**src/rtl/gcd_pkg.sv**
```systemverilog
// Shared types and helpers for the round-robin GCD request arbiter.
package gcd_pkg;

  typedef enum logic [1:0] {
    IDLE   = 2'd0,
    LAUNCH = 2'd1,
    BUSY   = 2'd2,
    RESP   = 2'd3
  } gcd_arb_state_e;

  // Index width that stays at least one bit wide even for a single requester.
  function automatic int unsigned clog2_min1(input int unsigned n);
    return (n <= 2) ? 1 : $clog2(n);
  endfunction

endpackage

```
**src/rtl/gcd_rr_pick.sv**
```systemverilog
// Combinational round-robin picker: first valid requester after the pointer, with wrap.
module gcd_rr_pick import gcd_pkg::*; #(
  parameter int unsigned NUM_REQ = 4,
  parameter int unsigned ID_W    = clog2_min1(NUM_REQ)
) (
  input  logic [NUM_REQ-1:0] i_valid,
  input  logic [ID_W-1:0]    i_ptr,
  output logic [NUM_REQ-1:0] o_grant,
  output logic [ID_W-1:0]    o_idx,
  output logic               o_any
);

  logic [ID_W-1:0] w_j;
  logic            w_found;

  always_comb begin
    o_grant = '0;
    o_idx   = '0;
    w_found = 1'b0;
    w_j     = '0;
    // Search offsets 1..NUM_REQ so the pointer's own slot is checked last.
    for (int k = 1; k <= NUM_REQ; k++) begin
      w_j = ID_W'((int'(i_ptr) + k) % NUM_REQ);
      if (!w_found && i_valid[w_j]) begin
        w_found       = 1'b1;
        o_grant[w_j]  = 1'b1;
        o_idx         = w_j;
      end
    end
    o_any = w_found;
  end

endmodule

```
**src/rtl/gcd_req_arbiter.sv**
```systemverilog
// Round-robin front end that shares one subtractive GCD engine between NUM_REQ clients.
module gcd_req_arbiter import gcd_pkg::*; #(
  parameter int unsigned NUM_REQ     = 4,
  parameter int unsigned DATA_W      = 32,
  parameter int unsigned TIMEOUT_CYC = 0,
  localparam int unsigned ID_W       = clog2_min1(NUM_REQ)
) (
  input  logic                       clk,
  input  logic                       reset_n,
  input  logic [NUM_REQ-1:0]         i_req_valid,
  output logic [NUM_REQ-1:0]         o_req_ready,
  input  logic [NUM_REQ*DATA_W-1:0]  i_req_a,
  input  logic [NUM_REQ*DATA_W-1:0]  i_req_b,
  output logic                       o_resp_valid,
  input  logic                       i_resp_ready,
  output logic [ID_W-1:0]            o_resp_id,
  output logic [DATA_W-1:0]          o_resp_result,
  output logic                       o_resp_err,
  output logic                       o_eng_start,
  output logic [DATA_W-1:0]          o_eng_a,
  output logic [DATA_W-1:0]          o_eng_b,
  input  logic                       i_eng_done,
  input  logic [DATA_W-1:0]          i_eng_result
);

  localparam bit          TO_EN   = (TIMEOUT_CYC != 0);
  localparam logic [31:0] TO_LAST = (TIMEOUT_CYC == 0) ? 32'd0 : 32'(TIMEOUT_CYC - 1);

  gcd_arb_state_e       r_state;
  logic [ID_W-1:0]      r_ptr;
  logic [ID_W-1:0]      r_id;
  logic [DATA_W-1:0]    r_eng_a;
  logic [DATA_W-1:0]    r_eng_b;
  logic                 r_eng_start;
  logic [DATA_W-1:0]    r_result;
  logic                 r_err;
  logic                 r_resp_valid;
  logic [31:0]          r_cnt;

  logic [NUM_REQ-1:0]   w_grant;
  logic [ID_W-1:0]      w_idx;
  logic                 w_any;
  logic [DATA_W-1:0]    w_sel_a;
  logic [DATA_W-1:0]    w_sel_b;
  logic                 w_accept;

  gcd_rr_pick #(
    .NUM_REQ (NUM_REQ),
    .ID_W    (ID_W)
  ) u_pick (
    .i_valid (i_req_valid),
    .i_ptr   (r_ptr),
    .o_grant (w_grant),
    .o_idx   (w_idx),
    .o_any   (w_any)
  );

  always_comb begin
    w_sel_a = '0;
    w_sel_b = '0;
    for (int i = 0; i < NUM_REQ; i++) begin
      if (w_grant[i]) begin
        w_sel_a = i_req_a[i*DATA_W +: DATA_W];
        w_sel_b = i_req_b[i*DATA_W +: DATA_W];
      end
    end
  end

  // Grant is Mealy so the winning client sees ready in the same cycle it is picked.
  assign w_accept    = (r_state == IDLE) && w_any;
  assign o_req_ready = w_accept ? w_grant : '0;

  always_ff @(posedge clk or negedge reset_n) begin
    if (!reset_n) begin
      r_state      <= IDLE;
      r_ptr        <= ID_W'(NUM_REQ - 1);
      r_id         <= '0;
      r_eng_a      <= '0;
      r_eng_b      <= '0;
      r_eng_start  <= 1'b0;
      r_result     <= '0;
      r_err        <= 1'b0;
      r_resp_valid <= 1'b0;
      r_cnt        <= '0;
    end else begin
      unique case (r_state)
        IDLE: begin
          if (w_accept) begin
            r_eng_a <= w_sel_a;
            r_eng_b <= w_sel_b;
            r_id    <= w_idx;
            r_ptr   <= w_idx;
            // The engine never terminates on a zero operand, so answer locally.
            if ((w_sel_a == '0) || (w_sel_b == '0)) begin
              r_result     <= w_sel_a | w_sel_b;
              r_err        <= 1'b0;
              r_resp_valid <= 1'b1;
              r_state      <= RESP;
            end else begin
              r_eng_start <= 1'b1;
              r_state     <= LAUNCH;
            end
          end
        end
        LAUNCH: begin
          r_eng_start <= 1'b0;
          r_cnt       <= '0;
          r_state     <= BUSY;
        end
        BUSY: begin
          if (i_eng_done) begin
            r_result     <= i_eng_result;
            r_err        <= 1'b0;
            r_resp_valid <= 1'b1;
            r_state      <= RESP;
          end else if (TO_EN && (r_cnt == TO_LAST)) begin
            r_result     <= '0;
            r_err        <= 1'b1;
            r_resp_valid <= 1'b1;
            r_state      <= RESP;
          end else begin
            r_cnt <= r_cnt + 32'd1;
          end
        end
        RESP: begin
          if (i_resp_ready) begin
            r_resp_valid <= 1'b0;
            r_state      <= IDLE;
          end
        end
        default: begin
          r_eng_start  <= 1'b0;
          r_resp_valid <= 1'b0;
          r_state      <= IDLE;
        end
      endcase
    end
  end

  assign o_resp_valid  = r_resp_valid;
  assign o_resp_id     = r_id;
  assign o_resp_result = r_result;
  assign o_resp_err    = r_err;
  assign o_eng_start   = r_eng_start;
  assign o_eng_a       = r_eng_a;
  assign o_eng_b       = r_eng_b;

endmodule

```
**config.mk**
```make
export PLATFORM = sky130hd
export DESIGN_NAME = gcd_req_arbiter
export DESIGN_NICKNAME = d
export VERILOG_FILES = /design/src/rtl/gcd_pkg.sv /design/src/rtl/gcd_rr_pick.sv /design/src/rtl/gcd_req_arbiter.sv
export SDC_FILE = /design/constraint.sdc
export NUM_CORES = 1
export LEC_CHECK = 0
export ABC_AREA = 1
export BUFFER_PORTS_ARGS = -buffer_cell sky130_fd_sc_hd__buf_2
export CELL_PAD_IN_SITES_DETAIL_PLACEMENT = 1
export CELL_PAD_IN_SITES_GLOBAL_PLACEMENT = 1
export CORE_ASPECT_RATIO = 1.25
export CORE_MARGIN = 4
export CORE_UTILIZATION = 33
export DETAILED_ROUTE_END_ITERATION = 8
export GPL_ROUTABILITY_DRIVEN = 0
export PLACE_DENSITY_LB_ADDON = 0.1
export SLEW_MARGIN = 40
export SYNTH_ARGS = -nofsm -noshare
export SYNTH_HDL_FRONTEND = slang
export SYNTH_SLANG_ARGS = --single-unit
export TNS_END_PERCENT = 1
```
**constraint.sdc**
```tcl
create_clock -name clk -period 6.6 [get_ports clk]
set_clock_uncertainty 0.1 [all_clocks]
set_input_delay 0.99 -clock clk [delete_from_list [all_inputs] [get_ports clk]]
set_output_delay 0.99 -clock clk [all_outputs]
set_load 0.02 [all_outputs]
```
== After elaboration in Yosys (flattened, before gate mapping) ==
Index checks and enable logic that the tools add are counted.

* Flip-flop bits (word level): 105
* Latch bits: 0
* Bits in writable memories: 0
* Memory bits (read-only): 0
* Bits of input ports: 296
* Output and inout port bits: 105
* Word-level logic and storage cells: 114
* Memories kept: 0

* Add/subtract/negate cells: 4
* Multipliers: 0
* Div/mod/pow operators: 0
* Magnitude comparators: 8
* Equal/unequal tests: 8
* Shift operators: 0
* Mux-type cells: 58
* Bitwise operators: 4
* Reductions and logical operators: 23

{| class="wikitable"
|+ Operators with widths
! operator !! number
|-
| $mux W32 || 11
|-
| $logic_not A32 Y1 || 2
|-
| $pmux W32 S2 || 1
|-
| $or A32 B32 Y32 || 1
|-
| $mux W1 || 21
|-
| $mux W4 || 5
|-
| $mux W2 || 8
|-
| $lt A2 B3 Y1 const B || 4
|-
| $or A4 B4 Y4 || 3
|-
| $bmux W1 S2 || 4
|-
| $demux W1 S2 || 4
|-
| $ge A2 B1 Y1 const B || 4
|-
| $logic_and A1 B1 Y1 || 8
|-
| $ne A2 B2 Y1 const B || 4
|-
| $pmux W2 S4 || 1
|-
| $reduce_and A3 Y1 || 2
|-
| $reduce_and A5 Y1 || 1
|-
| $add A2 B1 Y2 const B || 2
|-
| $add A2 B2 Y2 const B || 2
|-
| $eq A2 B2 Y1 const B || 2
|-
| $pmux W1 S2 || 2
|-
| $reduce_and A4 Y1 || 1
|-
| $reduce_bool A2 Y1 || 2
|-
| $logic_not A1 Y1 || 3
|-
| other kinds (7) || 7
|}

== Logic depth before layout (Yosys ltp) ==
* Depth after elaboration: 22
* Mapped depth: 24
* Gate-level depth less buffers: 23

== Hierarchy ==
A second synthesis with hierarchy kept.

* Cell total of the unflattened synthesis: 1,110
* Area, all modules: 7,350.8 µm²

{| class="wikitable"
|+ Modules (own cells, without submodules)
! module !! instances !! cells an instance !! area each (µm²) !! seq. area each (µm²)
|-
| gcd_req_arbiter || 1 || 1,036 || 6,892.9 || 2,605.0
|-
| gcd_rr_pick || 1 || 74 || 457.9 || 0.0
|}

== Worst setup path after synthesis ==
Ideal clock, no wire load.

* Path type: in2out
* Start point: in i_req_valid[1]
* End point: out o_req_ready[0]
* Data arrival time: 2,339 ps
* Data required time: 5,510 ps
* Setup slack: 3,171 ps
* Stages: 10
* Path buffers: 2
* Cells stage by stage: nand2_1 -> nand3_1 -> nand2_2 -> nand2_2 -> nor2_1 -> inv_1 -> nand2_1 -> clkbuf_1 -> clkbuf_1 -> a31oi_1

* Cells in the longest elaborated chain, start to end: 14
* Elaborated cells on any way between the ends: 27
* Those cells by class: mux: 17; bitwise: 3; reduce/logical: 7

{| class="wikitable"
|+ RTL lines
! what !! line !! text
|-
| start: declaration || gcd_req_arbiter.sv:10 || <nowiki>input logic [NUM_REQ-1:0] i_req_valid,</nowiki>
|-
| $bmux W1 S2 || gcd_rr_pick.sv:24 || <nowiki>if (!w_found && i_valid[w_j]) begin</nowiki>
|-
| $mux W1 (not written as such) || gcd_rr_pick.sv:24 ||
|-
| $mux W1 || gcd_rr_pick.sv:24 ||
|-
| $logic_not A1 Y1 || gcd_rr_pick.sv:24 ||
|-
| $logic_and A1 B1 Y1 || gcd_rr_pick.sv:24 ||
|-
| $mux W1 || gcd_rr_pick.sv:24 ||
|-
| $logic_not A1 Y1 || gcd_rr_pick.sv:24 ||
|-
| $logic_and A1 B1 Y1 || gcd_rr_pick.sv:24 ||
|-
| $mux W1 || gcd_rr_pick.sv:24 ||
|-
| $logic_not A1 Y1 || gcd_rr_pick.sv:24 ||
|-
| $logic_and A1 B1 Y1 || gcd_rr_pick.sv:24 ||
|-
| $mux W1 || gcd_rr_pick.sv:24 ||
|-
| $logic_and A1 B1 Y1 || gcd_req_arbiter.sv:70 || <nowiki>assign w_accept = (r_state == IDLE) && w_any;</nowiki>
|-
| $mux W4 (*) || gcd_req_arbiter.sv:71 || <nowiki>assign o_req_ready = w_accept ? w_grant : '0;</nowiki>
|-
| end: declaration || gcd_req_arbiter.sv:11 || <nowiki>output logic [NUM_REQ-1:0] o_req_ready,</nowiki>
|}

Mark *: on every way between the ends. The rest lies on a longest branch, timed or not. The select of a mux whose other input is x is not followed.

== Worst setup path in the final report ==
* Start point: reg r_ptr[0]
* End point: reg r_result[8] (netlist: o_resp_result[8])

* Cells in the longest elaborated chain, start to end: 21
* Elaborated cells on any way between the ends: 68
* Those cells by class: add/sub: 4; order compare: 8; eq/ne: 2; mux: 35; bitwise: 4; reduce/logical: 15

{| class="wikitable"
|+ RTL lines
! what !! line !! text
|-
| start: declaration || gcd_req_arbiter.sv:30 || <nowiki>logic [ID_W-1:0] r_ptr;</nowiki>
|-
| start signal: assignment || gcd_req_arbiter.sv:76 || <nowiki>r_ptr <= ID_W'(NUM_REQ - 1);</nowiki>
|-
| start signal: assignment || gcd_req_arbiter.sv:92 || <nowiki>r_ptr <= w_idx;</nowiki>
|-
| parallel branches: the longest is 21 deep, another holds $lt A2 B3 Y1 || -- ||
|-
| end signal: assignment || gcd_req_arbiter.sv:95 || <nowiki>r_result <= w_sel_a | w_sel_b;</nowiki>
|-
| end signal: assignment || gcd_req_arbiter.sv:112 || <nowiki>r_result <= i_eng_result;</nowiki>
|-
| end: declaration || gcd_req_arbiter.sv:35 || <nowiki>logic [DATA_W-1:0] r_result;</nowiki>
|}

Parallel ways; which one is timed is not known. The select of a mux whose other input is x is not followed.
A chain may end at the register's enable or synchronous reset.

==> results.cfg <==
[finish]
n_fill_cell = 3015
drive_above_1_share = 0.3145
final_nets = 1757
syn2layout_area_growth_pct = 32.84
final_util = 0.4449

[worst_setup_path]
worst_ep_required_time_ns = 6.76
crit_fanout = 37
end_kind = register
timing.critical_path.from = r_ptr[0]
reg2reg_to = o_resp_result[8]
rrSetupSlack_ns = 1.61
r2r_cells = 20
startpoint_type = register
worstPathArrival_ns = 5.15
crit_type = reg -> reg
rr_startpoint = r_ptr[0]

[yosys]
ys_types = 30
synthFlopType = dfrtp_1
async_reset_ff_frac = 1.000
yosys.area.top_type = dfrtp_1
synth_nets = 1408
synth-edff-count = 0
synthTopCellsByArea = dfrtp_1 34%, nand2_1 17%, a21oi_1 11%
netlist_area_um2 = 7465
avgSynthCellArea_um2 = 6.792
synth_most_common_cell = nand2_1
synth_top_area_frac = 0.3419
synth_cells = 1099
ys_ff_latch = 104
synth_common_cells = 335 x nand2_1, 161 x a21oi_1, 104 x nand3_1
yosys_warnings = 0
ys_seq_area_frac = 0.3490

[placement]
dp_hpwl_mm = 30.22
numPortBuffers = 399

[clocking]
clk_pin_slew_ns = 0.08
post-cts-setup-buffer-count = 0
hold_buffers = 0
cts_tree = yes
clkSinkCount = 104
clock_path_buffers = 2
htreeDepth = 3
cts_resized = 0
root_buffer = clkbuf_16
cts_buffers = 9
insertion_delay_ns = 0.37

[route]
first_pass_iters = 6
routed_wl_mm = 37.98
drc_errors = 0
drt_iter0_markers = 523
wl_met1_mm = 14.41
num_vias = 9114
route.met3.wl_mm = 2.649
routed.top_layer = met5
route.met2.wl_mm = 18.99
routed_via_density = 5.229
routedWlPerCell_um = 21.79
antenna_left = 0

[timing]
drv_slew = 0
final-setup-viol-count = 0
final_hold_viol_count = 0
tightest_slew_ns = 0.7694
relSlewSlack = 0.4870
period_share = 0.7565
fmax_mhz = 200.3
rsz0062_at_grt = false
finalSetupTns_ns = 0
min_period_ns = 4.993

[grt]
grt_pass1_wl_mm = 55.98
gr-total-overflow = 0
grt_max_degree = 72
first_global_vias = 9574
globalRouteTotalUtil = 0.2942
antenna_found_initial = 10

[outcome]
run_status = finished clean

[die]
die_h_um = 176.2
placementRows = 61
die_x_um = 142.5
coreArea_um2 = 22290
die-area_um2 = 25100
initial_core_util = 0.3349
ioPinCount = 401

[run]
cap_violations = 0

[worst_hold_path]
hold_depth = 2
hold_start = o_resp_result[21]
whs_endpoint = o_resp_result[21]
worstHoldPathType = reg -> reg
-- state kept, by name, indices dropped and copies added, names as in the netlist --
signal         cells
o_resp_result     32
r_state            2
o_resp_id          2
o_resp_valid       1
o_eng_a           32
o_eng_b           32
r_ptr              2
o_eng_start        1
-- through the flow --
stage          setup WS, ns  instances  hold slack, ns  cell area, µm²
6_report              1.607       1743          0.3776            9916
5_1_grt               1.164       1742          0.3982            9913
4_1_cts               1.552       1736          0.3790            9898
3_5_place_dp          1.556       1720          0.3595            9603
3_3_place_gp          1.692       1719          0.3523            9577
2_1_floorplan         3.171       1099          0.4756            7465
-- cell families after synthesis --
logic type | Yosys count | share of synthesized area
AOI/OAI and AO/OA | 335 | 0.2603
adders and majority gates | 13 | 0.02179
buffers and inverters | 164 | 0.09621
DFF | 104 | 0.3490
other | 1 | 0.0005024
and+or+nand+nor | 482 | 0.2722
-- area by class of cell --
class	instances	area (µm²)	share of cell area
Sequential cell	104	2605	0.2627
Antenna cell	7	17.52	0.001767
Clock inverter	6	56.30	0.005678
Timing Repair Buffer	416	2143	0.2162
Clock buffer	10	239.0	0.02410
Multi-Input combinational cell	831	4175	0.4211
Inverter	86	325.3	0.03281
Tap cell	283	354.1	0.03571
-- layer usage --
metal  up-vias  global-route usage
met4         8              0.1498
met5         -                   0
li1       4339                   -
met3        91             0.06665
met1      4326              0.3323
met2       350              0.5147
-- worst max-delay path: stages (launching register included) --
cell      delay (ns)
dfstp_2         0.65
inv_2           0.15
ha_1            0.36
inv_1           0.12
nand2_2         0.09
nand2_4         0.12
nor2_4          0.07
a22oi_1         0.25
nand3_4         0.43
buf_4           0.41
nand2_1         0.09
a21boi_1        0.57
nand2_1         0.11
nor2_1          0.10
nand2_1         0.06
nor2_1          0.10
nand2_1         0.10
nand3_4         0.38
nand2_4         0.34
nand2_1         0.15
nand2_1         0.07
-- worst max path at each step --
stage,depth (start not counted),slack [ns],end
2_1_floorplan,10,3.17,o_req_ready[0]
3_3_place_gp,20,1.69,o_resp_result[28]
3_5_place_dp,20,1.56,o_resp_result[8]
4_1_cts,20,1.55,o_resp_result[8]
5_1_grt,20,1.16,o_resp_result[27]
6_report,20,1.61,o_resp_result[8]
-- cell usage in the layout (no fill, tap or decap), drive strengths merged --
cell type / n
nand4: 1
o311ai: 1
nand2: 340
clkinv: 1
a21boi: 56
o21ai: 69
a21oi: 163
clkbuf: 10
dfstp: 2
nand3: 110
inv: 90
buf: 416
a21o: 32
dfrtp: 102
clkinvlp: 1
conb: 1
nor2: 31
a31oi: 2
a22oi: 11
o22ai: 1
ha: 13
diode: 7
Power is not shown: default switching activity piles up to over one toggle a cycle in this logic, so the estimate is an artifact.
